--- config.mk ---
export PLATFORM = sky130hd
export DESIGN_NAME = lsu_flat
export DESIGN_NICKNAME = d
export VERILOG_FILES = /design/src/rtl/lsu_pkg.sv /design/src/rtl/lsu_if.sv /design/src/rtl/lsu_align.sv /design/src/rtl/lsu.sv /design/src/flat_wrapper.sv
export SDC_FILE = /design/constraint.sdc
export NUM_CORES = 1
export LEC_CHECK = 0
export ABC_CLOCK_PERIOD_IN_PS = 4000
export CORE_MARGIN = 2
export CORE_UTILIZATION = 60
export CTS_BUF_LIST = sky130_fd_sc_hd__clkbuf_2
export CTS_CLUSTER_SIZE = 25
export DETAILED_ROUTE_END_ITERATION = 6
export DONT_BUFFER_PORTS = 1
export PLACE_DENSITY = 0.89
export SETUP_SLACK_MARGIN = 0.4
export SYNTH_ARGS = -nofsm -noshare
export SYNTH_HDL_FRONTEND = slang
export SYNTH_SLANG_ARGS = --single-unit
--- constraint.sdc ---
create_clock -name clk -period 4 [get_ports clk]
set_input_delay 0.6 -clock clk [delete_from_list [all_inputs] [get_ports clk]]
set_output_delay 0.6 -clock clk [all_outputs]
set_load 0.1 [all_outputs]
--- src/rtl/lsu_pkg.sv ---
// rtl/lsu_pkg.sv - shared funct3 codes, FSM encoding and access-check helpers for the lsu
package lsu_pkg;

  localparam logic [2:0] F3_B  = 3'b000;
  localparam logic [2:0] F3_H  = 3'b001;
  localparam logic [2:0] F3_W  = 3'b010;
  localparam logic [2:0] F3_BU = 3'b100;
  localparam logic [2:0] F3_HU = 3'b101;

  typedef enum logic [2:0] {
    ST_IDLE   = 3'd0,
    ST_LOAD   = 3'd1,
    ST_RMW_RD = 3'd2,
    ST_WRITE  = 3'd3,
    ST_RESP   = 3'd4
  } state_e;

  // Halfwords need an even address, words need a 4-byte aligned address.
  function automatic logic is_misaligned(input logic [2:0] funct3, input logic [1:0] off);
    case (funct3[1:0])
      2'b01:   return off[0];
      2'b10:   return off != 2'b00;
      default: return 1'b0;
    endcase
  endfunction

  // Stores only have B/H/W; loads additionally have the unsigned B/H variants.
  function automatic logic is_illegal(input logic we, input logic [2:0] funct3);
    if (we) return !(funct3 inside {F3_B, F3_H, F3_W});
    return !(funct3 inside {F3_B, F3_H, F3_W, F3_BU, F3_HU});
  endfunction

endpackage

--- src/rtl/lsu_if.sv ---
// rtl/lsu_if.sv - request/response and data-memory port bundle for the lsu
interface lsu_if #(
  parameter int ADDR_W = 32
);
  logic              req_valid;
  logic              req_ready;
  logic              req_we;
  logic [2:0]        req_funct3;
  logic [ADDR_W-1:0] req_addr;
  logic [31:0]       req_wdata;
  logic              resp_valid;
  logic [31:0]       resp_rdata;
  logic              resp_err;
  logic [ADDR_W-1:0] mem_addr;
  logic [31:0]       mem_write_data;
  logic              mem_read;
  logic              mem_write;
  logic [31:0]       mem_read_data;

  // Environment side: execute stage issuing requests plus the data memory.
  modport master (
    output req_valid, req_we, req_funct3, req_addr, req_wdata, mem_read_data,
    input  req_ready, resp_valid, resp_rdata, resp_err,
    input  mem_addr, mem_write_data, mem_read, mem_write
  );

  // The lsu itself.
  modport slave (
    input  req_valid, req_we, req_funct3, req_addr, req_wdata, mem_read_data,
    output req_ready, resp_valid, resp_rdata, resp_err,
    output mem_addr, mem_write_data, mem_read, mem_write
  );
endinterface

--- src/rtl/lsu_align.sv ---
// rtl/lsu_align.sv - combinational load lane extract/extend and store lane merge
module lsu_align
  import lsu_pkg::*;
(
  input  logic [2:0]  funct3_i,
  input  logic [1:0]  off_i,
  input  logic [31:0] word_i,
  input  logic [31:0] wdata_i,
  output logic [31:0] load_o,
  output logic [31:0] merge_o
);

  logic [7:0]  lane_b;
  logic [15:0] lane_h;

  // Pick the little-endian byte/half lane addressed by off_i and extend it.
  always_comb begin
    lane_b = word_i[7:0];
    case (off_i)
      2'd1:    lane_b = word_i[15:8];
      2'd2:    lane_b = word_i[23:16];
      2'd3:    lane_b = word_i[31:24];
      default: lane_b = word_i[7:0];
    endcase
    lane_h = off_i[1] ? word_i[31:16] : word_i[15:0];
    case (funct3_i)
      F3_B:    load_o = {{24{lane_b[7]}}, lane_b};
      F3_H:    load_o = {{16{lane_h[15]}}, lane_h};
      F3_BU:   load_o = {24'd0, lane_b};
      F3_HU:   load_o = {16'd0, lane_h};
      default: load_o = word_i;
    endcase
  end

  // Overlay the store bytes onto the memory word, leaving other lanes intact.
  always_comb begin
    merge_o = word_i;
    case (funct3_i)
      F3_B: begin
        case (off_i)
          2'd0:    merge_o[7:0]   = wdata_i[7:0];
          2'd1:    merge_o[15:8]  = wdata_i[7:0];
          2'd2:    merge_o[23:16] = wdata_i[7:0];
          default: merge_o[31:24] = wdata_i[7:0];
        endcase
      end
      F3_H: begin
        if (off_i[1]) merge_o[31:16] = wdata_i[15:0];
        else          merge_o[15:0]  = wdata_i[15:0];
      end
      default: merge_o = wdata_i;
    endcase
  end

endmodule

--- src/rtl/lsu.sv ---
// rtl/lsu.sv - RV32I load/store unit in front of a word-only data memory
module lsu
  import lsu_pkg::*;
#(
  parameter int ADDR_W = 32
) (
  input logic   clk,
  input logic   rst,
  lsu_if.slave  bus
);

  state_e            state_q, state_d;
  logic [ADDR_W-1:0] addr_q, addr_d;
  logic [2:0]        funct3_q, funct3_d;
  logic [31:0]       wdata_q, wdata_d;
  logic [31:0]       buf_q, buf_d;
  logic [31:0]       rdata_q, rdata_d;
  logic              err_q, err_d;

  logic [31:0]       load_data;
  logic [31:0]       merge_data;
  logic              bad_req;

  lsu_align u_align (
    .funct3_i (funct3_q),
    .off_i    (addr_q[1:0]),
    .word_i   (bus.mem_read_data),
    .wdata_i  (wdata_q),
    .load_o   (load_data),
    .merge_o  (merge_data)
  );

  assign bad_req = is_illegal(bus.req_we, bus.req_funct3)
                 | is_misaligned(bus.req_funct3, bus.req_addr[1:0]);

  // Next-state and datapath updates; memory strobes follow directly from the state.
  always_comb begin
    state_d  = state_q;
    addr_d   = addr_q;
    funct3_d = funct3_q;
    wdata_d  = wdata_q;
    buf_d    = buf_q;
    rdata_d  = rdata_q;
    err_d    = err_q;
    case (state_q)
      ST_IDLE: begin
        if (bus.req_valid) begin
          addr_d   = bus.req_addr;
          funct3_d = bus.req_funct3;
          wdata_d  = bus.req_wdata;
          err_d    = bad_req;
          if (bad_req) begin
            rdata_d = '0;
            state_d = ST_RESP;
          end else if (!bus.req_we) begin
            state_d = ST_LOAD;
          end else if (bus.req_funct3 == F3_W) begin
            buf_d   = bus.req_wdata;
            rdata_d = '0;
            state_d = ST_WRITE;
          end else begin
            rdata_d = '0;
            state_d = ST_RMW_RD;
          end
        end
      end
      ST_LOAD: begin
        rdata_d = load_data;
        state_d = ST_RESP;
      end
      ST_RMW_RD: begin
        buf_d   = merge_data;
        state_d = ST_WRITE;
      end
      ST_WRITE: state_d = ST_RESP;
      ST_RESP:  state_d = ST_IDLE;
      default:  state_d = ST_IDLE;
    endcase
  end

  // State and datapath registers; reset aborts any transaction in flight.
  always_ff @(posedge clk or posedge rst) begin
    if (rst) begin
      state_q  <= ST_IDLE;
      addr_q   <= '0;
      funct3_q <= '0;
      wdata_q  <= '0;
      buf_q    <= '0;
      rdata_q  <= '0;
      err_q    <= 1'b0;
    end else begin
      state_q  <= state_d;
      addr_q   <= addr_d;
      funct3_q <= funct3_d;
      wdata_q  <= wdata_d;
      buf_q    <= buf_d;
      rdata_q  <= rdata_d;
      err_q    <= err_d;
    end
  end

  assign bus.req_ready      = (state_q == ST_IDLE);
  assign bus.resp_valid     = (state_q == ST_RESP);
  assign bus.resp_err       = (state_q == ST_RESP) & err_q;
  assign bus.resp_rdata     = rdata_q;
  assign bus.mem_addr       = {addr_q[ADDR_W-1:2], 2'b00};
  assign bus.mem_write_data = buf_q;
  assign bus.mem_read       = (state_q == ST_LOAD) | (state_q == ST_RMW_RD);
  assign bus.mem_write      = (state_q == ST_WRITE);

endmodule
--- src/flat_wrapper.sv ---
// flat-port wrapper written by rule: the top's interface ports become plain ports
module lsu_flat import lsu_pkg::*;
#(
  parameter int ADDR_W = 32
)
  (clk, rst, bus_req_valid, bus_req_we, bus_req_funct3, bus_req_addr, bus_req_wdata, bus_mem_read_data, bus_req_ready, bus_resp_valid, bus_resp_rdata, bus_resp_err, bus_mem_addr, bus_mem_write_data, bus_mem_read, bus_mem_write);
  lsu_if #(.ADDR_W(ADDR_W)) bus_i ();
  input logic clk;
  input logic rst;
  input wire logic [$bits(bus_i.req_valid)-1:0] bus_req_valid;
  input wire logic [$bits(bus_i.req_we)-1:0] bus_req_we;
  input wire logic [$bits(bus_i.req_funct3)-1:0] bus_req_funct3;
  input wire logic [$bits(bus_i.req_addr)-1:0] bus_req_addr;
  input wire logic [$bits(bus_i.req_wdata)-1:0] bus_req_wdata;
  input wire logic [$bits(bus_i.mem_read_data)-1:0] bus_mem_read_data;
  output wire logic [$bits(bus_i.req_ready)-1:0] bus_req_ready;
  output wire logic [$bits(bus_i.resp_valid)-1:0] bus_resp_valid;
  output wire logic [$bits(bus_i.resp_rdata)-1:0] bus_resp_rdata;
  output wire logic [$bits(bus_i.resp_err)-1:0] bus_resp_err;
  output wire logic [$bits(bus_i.mem_addr)-1:0] bus_mem_addr;
  output wire logic [$bits(bus_i.mem_write_data)-1:0] bus_mem_write_data;
  output wire logic [$bits(bus_i.mem_read)-1:0] bus_mem_read;
  output wire logic [$bits(bus_i.mem_write)-1:0] bus_mem_write;
  assign bus_i.req_valid = bus_req_valid;
  assign bus_i.req_we = bus_req_we;
  assign bus_i.req_funct3 = bus_req_funct3;
  assign bus_i.req_addr = bus_req_addr;
  assign bus_i.req_wdata = bus_req_wdata;
  assign bus_i.mem_read_data = bus_mem_read_data;
  assign bus_req_ready = bus_i.req_ready;
  assign bus_resp_valid = bus_i.resp_valid;
  assign bus_resp_rdata = bus_i.resp_rdata;
  assign bus_resp_err = bus_i.resp_err;
  assign bus_mem_addr = bus_i.mem_addr;
  assign bus_mem_write_data = bus_i.mem_write_data;
  assign bus_mem_read = bus_i.mem_read;
  assign bus_mem_write = bus_i.mem_write;
  lsu #(.ADDR_W(ADDR_W)) u_core (.clk(clk), .rst(rst), .bus(bus_i));
endmodule
==> results of run 1 <==
[area by class of cell]
class | count | area [µm²] | share of cell area
diodes | 2 | 5.00 | 0.000627
clock buffers | 20 | 100 | 0.0125
clock inverters | 12 | 86.3 | 0.0108
inverters | 15 | 60.1 | 0.00752
multi-input cells | 433 | 3200 | 0.401
flip-flops and latches | 135 | 3380 | 0.423
well taps | 143 | 179 | 0.0224
repair buffers | 96 | 976 | 0.122
[registers in the layout, summed over array words and instances, names as in the netlist]
signal                     flops
u_core.bus.resp_rdata         32
u_core.funct3_q                3
u_core.err_q                   1
u_core.bus.mem_write_data     32
u_core.addr_q                 32
u_core.state_q                 3
u_core.wdata_q                32
[how the worst max path moves through the flow]
stage                 startpoint            end  slack (ps)  cells after the start
6_report       u_core.state_q[1]   bus_mem_read         650                      2
3_3_place_gp   u_core.state_q[1]   bus_mem_read        1250                      2
2_1_floorplan  u_core.state_q[1]  bus_mem_write         630                      2
4_1_cts        u_core.state_q[2]   bus_resp_err         620                      3
5_1_grt        u_core.state_q[1]   bus_mem_read         500                      2
3_5_place_dp   u_core.state_q[1]   bus_mem_read        1190                      2
[through the flow]
stage	util	worst slack [ps]	std cells	hold WS, ps	area, µm²
finish	0.693	649	856	56.1	7980
CTS	0.691	620	853	2.85	7960
global placement	0.602	1250	737	485	6930
floorplan	-	627	668	475	7160
global route	0.693	496	856	48.7	7980
detailed placement	0.602	1190	737	491	6930
[logic make-up (layout without fill, tap and decap cells)]
| kind of cell | Yosys count | in the layout | share of synthesized area |
|---|---|---|---|
| flip-flops | 135 | 135 | 0.473 |
| adder cells (fa/ha/maj) | 3 | 3 | 0.00525 |
| multiplexers | 99 | 99 | 0.151 |
| AO/OA/AOI/OAI | 188 | 188 | 0.186 |
| other | 1 | 4 | 0.000525 |
| buffers and inverters | 100 | 143 | 0.0851 |
| AND/OR/NAND/NOR | 141 | 141 | 0.0999 |
[synth_stat cells (3+ instances only)]
master / count
o221ai_1: 9
nor3_1: 6
mux2_2: 61
nor2b_1: 3
mux2i_1: 37
or3_1: 7
dfrtp_1: 135
o2bb2ai_1: 7
buf_6: 11
nand2b_1: 19
o211ai_1: 3
buf_2: 21
ha_1: 3
inv_1: 15
a211oi_1: 5
a221o_1: 24
a31o_2: 4
a22oi_1: 18
a21oi_1: 32
a32o_1: 8
nor2_1: 26
clkbuf_1: 16
a31oi_1: 10
buf_1: 4
o21ai_0: 43
buf_4: 33
o21bai_1: 8
o22ai_1: 8
nand2_1: 44
nand3_1: 21
[per-layer routing]
layer / global-route usage / vias up
met5: 0 / -
li1: - / 2479
met1: 0.374 / 2843
met3: 0.127 / 58
met4: 0.172 / 0
met2: 0.495 / 389
[placed cells by master, fill, tap and decap left out, types with 2 or more instances in the layout]
| master | Yosys | final |
|---|---|---|
| nand2_1 | 44 | 43 |
| o21ai_0 | 43 | 43 |
| mux2_2 | 61 | 61 |
| o2bb2ai_1 | 7 | 7 |
| buf_4 | 33 | 9 |
| o221ai_1 | 9 | 8 |
| dfrtp_1 | 135 | 135 |
| o21bai_1 | 8 | 8 |
| nand2b_1 | 19 | 19 |
| ha_1 | 3 | 3 |
| inv_1 | 15 | 14 |
| a31o_2 | 4 | 4 |
| clkinvlp_4 | 0 | 3 |
| clkinv_2 | 0 | 6 |
| clkinv_1 | 0 | 3 |
| or3b_2 | 2 | 2 |
| nor3_1 | 6 | 6 |
| dlygate4sd3_1 | 0 | 84 |
| nand3_1 | 21 | 21 |
| o211ai_1 | 3 | 3 |
| a211oi_1 | 5 | 5 |
| diode_2 | 0 | 2 |
| a21oi_1 | 32 | 32 |
| a22oi_1 | 18 | 18 |
| or3_1 | 7 | 7 |
| a32o_1 | 8 | 8 |
| nor2b_1 | 3 | 3 |
| nor3b_4 | 1 | 3 |
| a31oi_1 | 10 | 10 |
| a221o_1 | 24 | 24 |
| mux2i_1 | 37 | 37 |
| o22ai_1 | 8 | 8 |
| nor2_1 | 26 | 25 |
| buf_12 | 0 | 2 |
| conb_1 | 1 | 2 |
| clkbuf_2 | 0 | 20 |
[critical path, delay by kind of cell, from the launching register on]
kind / cells / cell delay (ps)
DFF: 1 / 680
and+or+nand+nor: 2 / 1360
[timing repair]
action,in CTS,in global routing
setup endpoints to repair,1,0
hold buffers,84,0
resized for setup,1,0
hold endpoints to repair,119,0
==> flow_metrics.tcl, run 1 <==
set metrics [dict create \
    hold_path.class "input pin to flop" \
    rsz0062_at_grt "no" \
    most_instantiated_flip_flop_cell_in_the_synthesis_netlist "dfrtp_1" \
    worst_path_required_time_ps 3400 \
    min-delay-start "bus_req_wdata[12]" \
    fin_crit_sh 0.838 \
    setup-violations-final 0 \
    crit_path_end_kind "output pin" \
    min_period_ps 3350 \
    fp.dieArea_mm2 0.0128 \
    drc_errors 17 \
    postSynthCellCount 667 \
    via_density 6.74 \
    clkSlewWorstSetupHoldPaths_ps 190 \
    dr.pass1.iters 7 \
    fin_skew_ps 30.3 \
    nFillCells 820 \
    timing.setup.critical_path_class "flop to output pin" \
    run_status "finished with violations" \
    fp.coreArea_mm2 0.0115 \
    worst-path-max-fanout 36 \
    worst_r2r_startpoint "u_core.addr_q[1]" \
    layout-area-overhead-vs-synth_pct 11.7 \
    finalWirelength_um 20200 \
    final_nets 804 \
    tritoncts_clock_tree "yes" \
    port_buffers 0 \
    detailroute.wirelength.met3_um 2380 \
    die_w_um 113 \
    max_buffers_root_to_sink 2 \
    cts_setup_buffers 0 \
    routabilityCongestion 0.943 \
    place_hpwl_um 13600 \
    iteration_0_drc_markers 604 \
    worst_slew_pin_slew_ps 1080 \
    final_hold_viol_count 0 \
    yosys_register_bits 135 \
    setup_tns_ps 0 \
    mappedNetlistArea_mm2 0.00715 \
    postSynth.asyncResetShare 1.00 \
    htree_num_levels 4 \
    rrSetupSlack_ps 1380 \
    total_i_o_pin_count 204 \
    ys_types 54 \
    wire_length_of_the_first_global_routing_pass_um 31200 \
    cts_num_sinks 135 \
    cts-buffers-inserted 17 \
    number_of_synthesized_flops_with_an_enable_pin 0 \
    min_delay_worst_endpoint "u_core.bus.mem_write_data[12]" \
    root_buffer "clkbuf_2" \
    max_cap_viol_count 0 \
    detailroute.via_count 5769 \
    regToRegEndpoint "u_core.bus.mem_write_data[15]" \
    worst_setup_path_start_kind "flop" \
    wl_per_cell_um 23.5 \
    critical_path_cell_with_the_highest_stage_delay "or3b_2" \
    grt_pass1_vias 5739 \
    violated_checks "DRC" \
    max_freq_mhz 298 \
    wl_met2_um 9570 \
    grt_use_total 0.316 \
    cell_types_with_the_largest_area_share_after_synthesis "dfrtp_1 (47%), mux2_2 (9.6%), mux2i_1 (5.2%), buf_4 (3.5%), a221o_1 (3.4%)" \
    yosysWarnings 0 \
    cell_taking_the_most_area_after_synthesis "dfrtp_1" \
    critical_path.cell_chain "or3b_2 -> nand2_2" \
    ff2ff_path_depth 5 \
    initial_utilization 0.621 \
    worstHoldPathCells 2 \
    worst_path_largest_cell_delay_ps 820 \
    avgSynthCellArea_um2 10.7 \
    grt_antenna_before_repair 2 \
    placement_rows 39 \
    die_y_um 113 \
    highest_metal_layer_with_signal_wires "met4" \
    seq_area_frac_synth 0.473 \
    critical_path_arrival_ps 2750 \
    grt_max_degree 83 \
    slew_violations 0 \
    grt.overflow.total 0 \
    layout_cells_sized_above_1 0.173 \
    synth_top_area_frac 0.473 \
    insertion_delay_ps 730 \
    wl_met1_um 7350 \
    antenna_left 0 \
    slew-limit-headroom 0.281 \
]
Power of run 1 is not shown: default switching activity piles up to over one toggle a cycle in this logic, so the estimate is an artifact.
==> run 2, diff against run 1 <==
--- a/config.mk
+++ b/config.mk
@@ -5,14 +5,14 @@
 export SDC_FILE = /design/constraint.sdc
 export NUM_CORES = 1
 export LEC_CHECK = 0
-export ABC_CLOCK_PERIOD_IN_PS = 4000
+export ABC_CLOCK_PERIOD_IN_PS = 3100
 export CORE_MARGIN = 2
 export CORE_UTILIZATION = 60
 export CTS_BUF_LIST = sky130_fd_sc_hd__clkbuf_2
 export CTS_CLUSTER_SIZE = 25
 export DETAILED_ROUTE_END_ITERATION = 6
 export DONT_BUFFER_PORTS = 1
-export PLACE_DENSITY = 0.89
+export PLACE_DENSITY = 0.86
 export SETUP_SLACK_MARGIN = 0.4
 export SYNTH_ARGS = -nofsm -noshare
 export SYNTH_HDL_FRONTEND = slang
==> constraint.sdc (replaced) <==
create_clock -name clk -period 3.1 [get_ports clk]
set_input_delay 0.465 -clock clk [delete_from_list [all_inputs] [get_ports clk]]
set_output_delay 0.465 -clock clk [all_outputs]
set_load 0.1 [all_outputs]
==> flow_metrics.tcl, run 2 (synthesis results as in run 1) <==
set metrics [dict create \
    fp.dieArea_mm2 0.0128 \
    iteration_0_drc_markers 908 \
    post-route-util 0.728 \
    grt_antenna_before_repair 0 \
    routabilityCongestion 0.951 \
    wire_length_of_the_first_global_routing_pass_um 34100 \
    via_density 6.75 \
    clkSlewWorstSetupHoldPaths_ps 190 \
    final_nets 843 \
    die_w_um 113 \
    port_buffers 0 \
    htree_num_levels 4 \
    tritoncts_clock_tree "yes" \
    preCtsSetupSlack_ps 883 \
    worst-path-max-fanout 6 \
    timing.hold.ws_ps 79.5 \
    layout.cells.most_common "dfrtp_1" \
    critical_path_arrival_ps 2130 \
    max_cap_viol_count 0 \
    place_hpwl_um 14000 \
    worst_slew_pin_slew_ps 1200 \
    cts_num_sinks 135 \
    finalWirelength_um 22000 \
    placement_rows 39 \
    hold_path.class "input pin to flop" \
    detailroute.via_count 5997 \
    fin_skew_ps 25.4 \
    worst_setup_path_start_kind "flop" \
    grt_use_total 0.348 \
    layout_cells_sized_above_1 0.185 \
    setup-violations-final 0 \
    grt.overflow.total 0 \
    grt_pass1_vias 5925 \
    post-route-worst-setup-slack_ps 501 \
    min_period_ps 2600 \
    layout-area-overhead-vs-synth_pct 17.3 \
    worst_path_required_time_ps 2630 \
    wl_per_cell_um 24.8 \
    crit_path_end_kind "output pin" \
    most-common-layout-cells "dfrtp_1 (132), dlygate4sd3_1 (107), mux2_2 (61)" \
    max_freq_mhz 385 \
    violated_checks "DRC" \
    insertion_delay_ps 700 \
    root_buffer "clkbuf_2" \
    grt_max_degree 62 \
    timing.setup.critical_path_class "flop to output pin" \
    slew_violations 0 \
    slew-limit-headroom 0.200 \
    max_buffers_root_to_sink 2 \
    fin_crit_sh 0.838 \
    die_y_um 113 \
    rsz0062_at_grt "no" \
    final_hold_viol_count 0 \
    cts-buffers-inserted 17 \
    run_status "finished with violations" \
    num_antenna_cells 0 \
    initial_utilization 0.621 \
    dr.pass1.iters 7 \
    drc_errors 22 \
    fp.coreArea_mm2 0.0115 \
    total_i_o_pin_count 204 \
    antenna_left 0 \
]
==> run 2: final timing paths <==
check / from / end / slack [ps] / depth (start not counted)
max in group asynchronous: rst / u_core.bus.mem_write_data[24] / 1800 / 3
worst min-delay path: bus_mem_read_data[16] / u_core.bus.resp_rdata[0] / 80 / 3
min in group asynchronous: rst / u_core.bus.resp_rdata[9] / 530 / 2
worst min register to register: u_core.wdata_q[16] / u_core.wdata_q[16] / 520 / 1
worst max-delay path: u_core.state_q[0] / bus_mem_read / 500 / 4
worst max register to register: u_core.addr_q[1] / u_core.bus.resp_rdata[1] / 880 / 5
==> run 2: area by class of cell <==
type	count	area, µm²
sequential	135	3380
timing repair buffer	135	1370
tap	143	179
clock buffer	20	100
fill	785	3130
multi-input combinational	433	3210
clock inverter	8	85.1
inverter	15	60.1
==> run 2: repair_timing <==
action                     CTS  global route
hold endpoints to repair   185             4
resized for setup            5            13
hold buffers               103             4
setup endpoints to repair    2             2
setup buffers                6             2
==> run 2: worst max-delay path, stage by stage, from the launching register on <==
cell and delay [ps]:
dfrtp_2 470, buf_4 190, or3b_1 470, nand2_2 130, buf_12 170
==> run 2: stage by stage <==
| step | instances | area, µm² | setup TNS, ps |
|---|---|---|---|
| after CTS | 883 | 8280 | 0 |
| after detailed placement | 746 | 7010 | 0 |
| final | 889 | 8390 | 0 |
| after global placement | 746 | 7010 | 0 |
| after global routing | 889 | 8390 | 0 |
| after floorplan | 668 | 7170 | -39.6 |
==> run 2: layer usage <==
layer / vias to the layer above / track usage / share of wire
met5: - / 0 / 0
met4: 0 / 0.0992 / 0.029
met3: 63 / 0.117 / 0.12
met2: 469 / 0.559 / 0.47
met1: 2902 / 0.452 / 0.38
li1: 2563 / - / -
Power of run 2 is left out for the same reason.
